===== src/rtl/imm_extend_unit_pkg.sv =====
// Shared encodings for the immediate-generation stage: operand modes and
// the prefix FSM states.
package imm_extend_unit_pkg;

  localparam logic [1:0] MODE_SEXT     = 2'b00;
  localparam logic [1:0] MODE_ZEXT     = 2'b01;
  localparam logic [1:0] MODE_SEXT_SHL = 2'b10;
  localparam logic [1:0] MODE_PREFIX   = 2'b11;

  typedef enum logic {
    ST_NOPRE = 1'b0,
    ST_PRE   = 1'b1
  } state_e;

endpackage


===== src/rtl/imm_extend_unit_if.sv =====
// Request/response bundle between decode (master) and the immediate unit (slave).
interface imm_extend_unit_if #(
  parameter int unsigned IN_W  = 12,
  parameter int unsigned OUT_W = 16
);

  logic             in_valid;
  logic             in_ready;
  logic [IN_W-1:0]  imm_in;
  logic [1:0]       mode;
  logic             flush;
  logic             out_valid;
  logic             out_ready;
  logic [OUT_W-1:0] imm_out;
  logic             prefix_pending;

  modport master (
    output in_valid, imm_in, mode, flush, out_ready,
    input  in_ready, out_valid, imm_out, prefix_pending
  );

  modport slave (
    input  in_valid, imm_in, mode, flush, out_ready,
    output in_ready, out_valid, imm_out, prefix_pending
  );

endinterface


===== src/rtl/imm_extend_unit_core.sv =====
// Combinational width arithmetic: sign/zero extension, scaling, and
// concatenation with a latched prefix.
module imm_extend_unit_core
  import imm_extend_unit_pkg::*;
#(
  parameter int unsigned IN_W  = 12,
  parameter int unsigned OUT_W = 16,
  parameter int unsigned SHIFT = 1,
  localparam int unsigned PRE_W = OUT_W - IN_W
) (
  input  logic [IN_W-1:0]  imm_i,
  input  logic [1:0]       mode_i,
  input  logic [PRE_W-1:0] prefix_i,
  input  logic             prefix_valid_i,
  output logic [OUT_W-1:0] value_o
);

  logic [OUT_W-1:0] sext;
  logic [OUT_W-1:0] zext;
  logic [OUT_W-1:0] base;

  assign sext = {{PRE_W{imm_i[IN_W-1]}}, imm_i};
  assign zext = {{PRE_W{1'b0}}, imm_i};
  assign base = {prefix_i, imm_i};

  always_comb begin
    value_o = sext;
    if (prefix_valid_i) begin
      // A prefixed immediate is never extended; only the scale applies.
      value_o = (mode_i == MODE_SEXT_SHL) ? (base << SHIFT) : base;
    end else begin
      case (mode_i)
        MODE_SEXT:     value_o = sext;
        MODE_ZEXT:     value_o = zext;
        MODE_SEXT_SHL: value_o = sext << SHIFT;
        default:       value_o = sext;
      endcase
    end
  end

endmodule


===== src/rtl/imm_extend_unit.sv =====
// Immediate-generation stage: prefix FSM, prefix register and a single
// registered valid/ready output slot.
module imm_extend_unit
  import imm_extend_unit_pkg::*;
#(
  parameter int unsigned IN_W  = 12,
  parameter int unsigned OUT_W = 16,
  parameter int unsigned SHIFT = 1
) (
  input logic               clk,
  input logic               rst_n,
  imm_extend_unit_if.slave  bus
);

  localparam int unsigned PRE_W = OUT_W - IN_W;

  state_e           state_q, state_d;
  logic [PRE_W-1:0] prefix_q, prefix_d;
  logic             out_valid_q, out_valid_d;
  logic [OUT_W-1:0] imm_q, imm_d;
  logic [OUT_W-1:0] ext_value;
  logic             accept;

  imm_extend_unit_core #(
    .IN_W  (IN_W),
    .OUT_W (OUT_W),
    .SHIFT (SHIFT)
  ) u_core (
    .imm_i          (bus.imm_in),
    .mode_i         (bus.mode),
    .prefix_i       (prefix_q),
    .prefix_valid_i (state_q == ST_PRE),
    .value_o        (ext_value)
  );

  assign bus.in_ready       = !out_valid_q || bus.out_ready;
  assign accept             = bus.in_valid && bus.in_ready;
  assign bus.out_valid      = out_valid_q;
  assign bus.imm_out        = imm_q;
  assign bus.prefix_pending = (state_q == ST_PRE);

  always_comb begin
    state_d     = state_q;
    prefix_d    = prefix_q;
    out_valid_d = out_valid_q;
    imm_d       = imm_q;
    if (out_valid_q && bus.out_ready) begin
      out_valid_d = 1'b0;
    end
    // Flush outranks any same-cycle request, which is simply dropped.
    if (bus.flush) begin
      out_valid_d = 1'b0;
      state_d     = ST_NOPRE;
    end else if (accept) begin
      if (bus.mode == MODE_PREFIX) begin
        prefix_d = bus.imm_in[PRE_W-1:0];
        state_d  = ST_PRE;
      end else begin
        imm_d       = ext_value;
        out_valid_d = 1'b1;
        state_d     = ST_NOPRE;
      end
    end
  end

  always_ff @(posedge clk) begin
    if (!rst_n) begin
      state_q     <= ST_NOPRE;
      prefix_q    <= '0;
      out_valid_q <= 1'b0;
      imm_q       <= '0;
    end else begin
      state_q     <= state_d;
      prefix_q    <= prefix_d;
      out_valid_q <= out_valid_d;
      imm_q       <= imm_d;
    end
  end

endmodule


===== src/flat_wrapper.sv =====
// flat-port wrapper written by rule: the top's interface ports become plain ports
module imm_extend_unit_flat import imm_extend_unit_pkg::*;
#(
  parameter int unsigned IN_W  = 12,
  parameter int unsigned OUT_W = 16,
  parameter int unsigned SHIFT = 1
)
  (clk, rst_n, bus_in_valid, bus_imm_in, bus_mode, bus_flush, bus_out_ready, bus_in_ready, bus_out_valid, bus_imm_out, bus_prefix_pending);
  imm_extend_unit_if #(.IN_W(IN_W), .OUT_W(OUT_W)) bus_i ();
  input logic clk;
  input logic rst_n;
  input wire logic [$bits(bus_i.in_valid)-1:0] bus_in_valid;
  input wire logic [$bits(bus_i.imm_in)-1:0] bus_imm_in;
  input wire logic [$bits(bus_i.mode)-1:0] bus_mode;
  input wire logic [$bits(bus_i.flush)-1:0] bus_flush;
  input wire logic [$bits(bus_i.out_ready)-1:0] bus_out_ready;
  output wire logic [$bits(bus_i.in_ready)-1:0] bus_in_ready;
  output wire logic [$bits(bus_i.out_valid)-1:0] bus_out_valid;
  output wire logic [$bits(bus_i.imm_out)-1:0] bus_imm_out;
  output wire logic [$bits(bus_i.prefix_pending)-1:0] bus_prefix_pending;
  assign bus_i.in_valid = bus_in_valid;
  assign bus_i.imm_in = bus_imm_in;
  assign bus_i.mode = bus_mode;
  assign bus_i.flush = bus_flush;
  assign bus_i.out_ready = bus_out_ready;
  assign bus_in_ready = bus_i.in_ready;
  assign bus_out_valid = bus_i.out_valid;
  assign bus_imm_out = bus_i.imm_out;
  assign bus_prefix_pending = bus_i.prefix_pending;
  imm_extend_unit #(.IN_W(IN_W), .OUT_W(OUT_W), .SHIFT(SHIFT)) u_core (.clk(clk), .rst_n(rst_n), .bus(bus_i));
endmodule

===== config.mk =====
export PLATFORM = sky130hd
export DESIGN_NAME = imm_extend_unit_flat
export DESIGN_NICKNAME = d
export VERILOG_FILES = /design/src/rtl/imm_extend_unit_pkg.sv /design/src/rtl/imm_extend_unit_if.sv /design/src/rtl/imm_extend_unit_core.sv /design/src/rtl/imm_extend_unit.sv /design/src/flat_wrapper.sv
export SDC_FILE = /design/constraint.sdc
export NUM_CORES = 1
export LEC_CHECK = 0
export BUFFER_PORTS_ARGS = -buffer_cell sky130_fd_sc_hd__buf_2
export CORE_MARGIN = 2
export CORE_UTILIZATION = 54
export CTS_BUF_LIST = sky130_fd_sc_hd__clkbuf_16
export DETAILED_ROUTE_END_ITERATION = 10
export GPL_ROUTABILITY_DRIVEN = 0
export GPL_TIMING_DRIVEN = 0
export PLACE_DENSITY = 0.83
export REMOVE_ABC_BUFFERS = 1
export SKIP_CTS_REPAIR_TIMING = 1
export SLEW_MARGIN = 20
export SYNTH_ARGS = -nofsm -noshare
export SYNTH_HDL_FRONTEND = slang
export SYNTH_SLANG_ARGS = --single-unit

===== constraint.sdc =====
create_clock -name clk -period 3.5 [get_ports clk]
set_clock_uncertainty 0.05 [all_clocks]
set_input_delay 0.175 -clock clk [delete_from_list [all_inputs] [get_ports clk]]
set_output_delay 0.175 -clock clk [all_outputs]
set_load 0.01 [all_outputs]

==> impl_metrics.toml <==
[job]
maxCapViolations = 0

[route]
vias_per_cell = 6.47
drtPass1Iterations = 6
drt-total-wl_mm = 3.16
top_layer_used = "met4"
wl_met2_mm = 1.58
drc = 0
routed-wl-met3_um = 262
drt_iter0_drc = 78
antenna_left = 0
route.detailed.wl_per_inst_um = 16.5
vias = 1235
wl_met1_mm = 1.30

[placement]
io_buffers = 37
place_ws_ns = 1.34
dp_hpwl_mm = 2.09
numPlacedInstances = 188

[clocking]
clk_pin_slew_worst_paths_ns = 0.06
clock-sinks = 22
cts-root-buf = "clkbuf_16"
cts_buffers = 3
worstSkewPairLatency_ns = 0.25
htreeDepth = 1
clockBufferDepth = 2
tritoncts = "done"

[final_layout]
final_layout_size_suffix_gt1_share_pct = 28.8
multi_input_area_sq_um = 734
fill_cells = 213
stdcell_count = 191
areaGrowthSynthToFinish_pct = 15.9
fin_nets = 187
regArea_sq_um = 440
n_antenna_cell = 0

[floorplanning]
rows = 17
ios = 38
die_h_um = 52.9
die_w_um = 52.9
core_sq_um = 2230
initial_core_util_pct = 57.8
dieArea_sq_um = 2800

[global_routing]
grt_usage_pct = 23.8
grt_antenna_before_repair = 0
grt_max_degree = 24
first_global_vias = 1117
grt_pass1_wl_mm = 4.95
grt-ovfl-total = 0

[timing]
period_share_pct = 57.0
rsz0062_at_grt = "no"
fmax_mhz = 501
slew_headroom_pct = 45.5
fin_tns_setup_ns = 0
fin_ws_ns = 1.51
fin_crit_ns = 1.99
worst_pin_slew_ns = 0.813
slew_viol_final = 0
setup_viol = 0
final_hold_viol_count = 0
holdWs_ns = 0.154

[critical_path]
worstSetupEndpointType = "flip-flop"
cp_max_fo = 18
cp.arrival_ns = 2.10
cp_data_required_time_ns = 3.61
path_class = "in2reg"
worstSetupStartpointType = "primary input"

[yosys]
synth_top_area_share_pct = 34.1
synth_cell_types = 31
synthTopCellsByArea = "dfxtp_1 (34%), mux2_1 (8.7%), a31oi_1 (7.8%)"
yosysWarnings = 0
synth_seq_cells = 22
netlist_area_sq_um = 1290
seq_area_frac_synth_pct = 34.1
synthCells = 138
syn_avg_cell_area_sq_um = 9.36
yosysTopAreaCell = "dfxtp_1"

[pwr]
powerDensity_nw_per_um2 = 420
leakage_nw = 0.596
vdd_ir_drop_max_mv = 0.261

[worst_hold_path]
hp-class = "in2reg"

[outcome]
status = "completed"
[per-stage QoR]
step                utilization (%)  cell area [sq um]  power, mW
global route                   67.0               1500      0.649
floorplan                         -               1200      0.352
detailed placement             63.6               1420      0.396
CTS                            67.0               1500      0.627
global placement               63.5               1420      0.392
finish                         67.0               1500      0.628
[cell type report]
cell class                 instances  share of cell area (%)
clock buffer                       3                    5.02
inverter                           7                    1.76
multi-input combinational         94                    49.1
sequential                        22                    29.4
tap                               28                    2.34
timing repair buffer              37                    12.4
[layout by cell type (no fill, tap or decap), types with 2 or more instances in the layout]
cell,n
inv_1,4
dfxtp_1,22
o31ai_1,4
a31oi_1,16
clkbuf_16,3
nand4_1,4
a311oi_1,7
inv_2,2
buf_2,37
nor2b_1,2
nand3_1,4
a222oi_1,8
a211oi_1,8
mux2_1,10
a21oi_1,6
nand2b_1,2
o211ai_1,4
ha_1,3
nand2_1,6
[path summary, 6_finish.rpt]
kind	from	endpoint	slack (ns)	cells after the start
worst max-delay path	bus_mode[0]	u_core.bus.imm_out[11]	1.51	6
worst min-delay path	bus_imm_in[0]	u_core.bus.imm_out[0]	0.15	2
worst max register to register	u_core.bus.prefix_pending	u_core.bus.imm_out[11]	1.69	3
worst min register to register	u_core.prefix_q[3]	u_core.prefix_q[3]	0.43	2
[sequential cells by signal, summed over array words and instances, names as in the netlist]
register	count
u_core.bus.imm_out	16
u_core.bus.out_valid	1
u_core.prefix_q	4
u_core.bus.prefix_pending	1
[critical path, cell delays in order]
cell and delay, ns:
buf_2 0.12, inv_1 0.06, ha_1 0.64, nor2b_1 0.59, a222oi_1 0.27, a211oi_1 0.26
[metal layers]
| layer | GRT usage, % | vias up |
|---|---|---|
| met5 | 0 | - |
| met4 | 9.40 | 0 |
| met3 | 2.54 | 4 |
| met2 | 39.8 | 59 |
| met1 | 31.3 | 568 |
| li1 | - | 604 |
[cell families after synthesis]
kind of cell / share of synthesized area [%]
DFF: 34.1
muxes: 10.8
adders and majority gates: 2.91
buffers and inverters: 9.21
and+or+nand+nor: 10.6
AOI/OAI and AO/OA: 32.5
[report_power, final]
part	switching, mW	internal [mW]	total (mW)
clock	0.0839	0.151	0.235
combinational	0.0703	0.0519	0.122
sequential	0.00740	0.264	0.272
total	0.162	0.467	0.628
[cells in the mapped netlist]
master / count
dfxtp_1: 22
a31oi_1: 16
mux2_1: 10
a211oi_1: 8
a222oi_1: 8
buf_2: 8
a311oi_1: 7
a21oi_1: 6
nand2_1: 6
inv_1: 4
nand3_1: 4
nand4_1: 4
o211ai_1: 4
o31ai_1: 4
buf_6: 3
clkbuf_1: 3
ha_1: 3
nor2b_1: 3
inv_2: 2
nand2b_1: 2
a21o_1: 1
a41o_1: 1
and2_0: 1
buf_4: 1
clkinv_1: 1
mux2_2: 1
mux2_4: 1
nor2_1: 1
nor3_4: 1
o21ba_1: 1
or3_4: 1
Power figures use the tool's default switching activity.
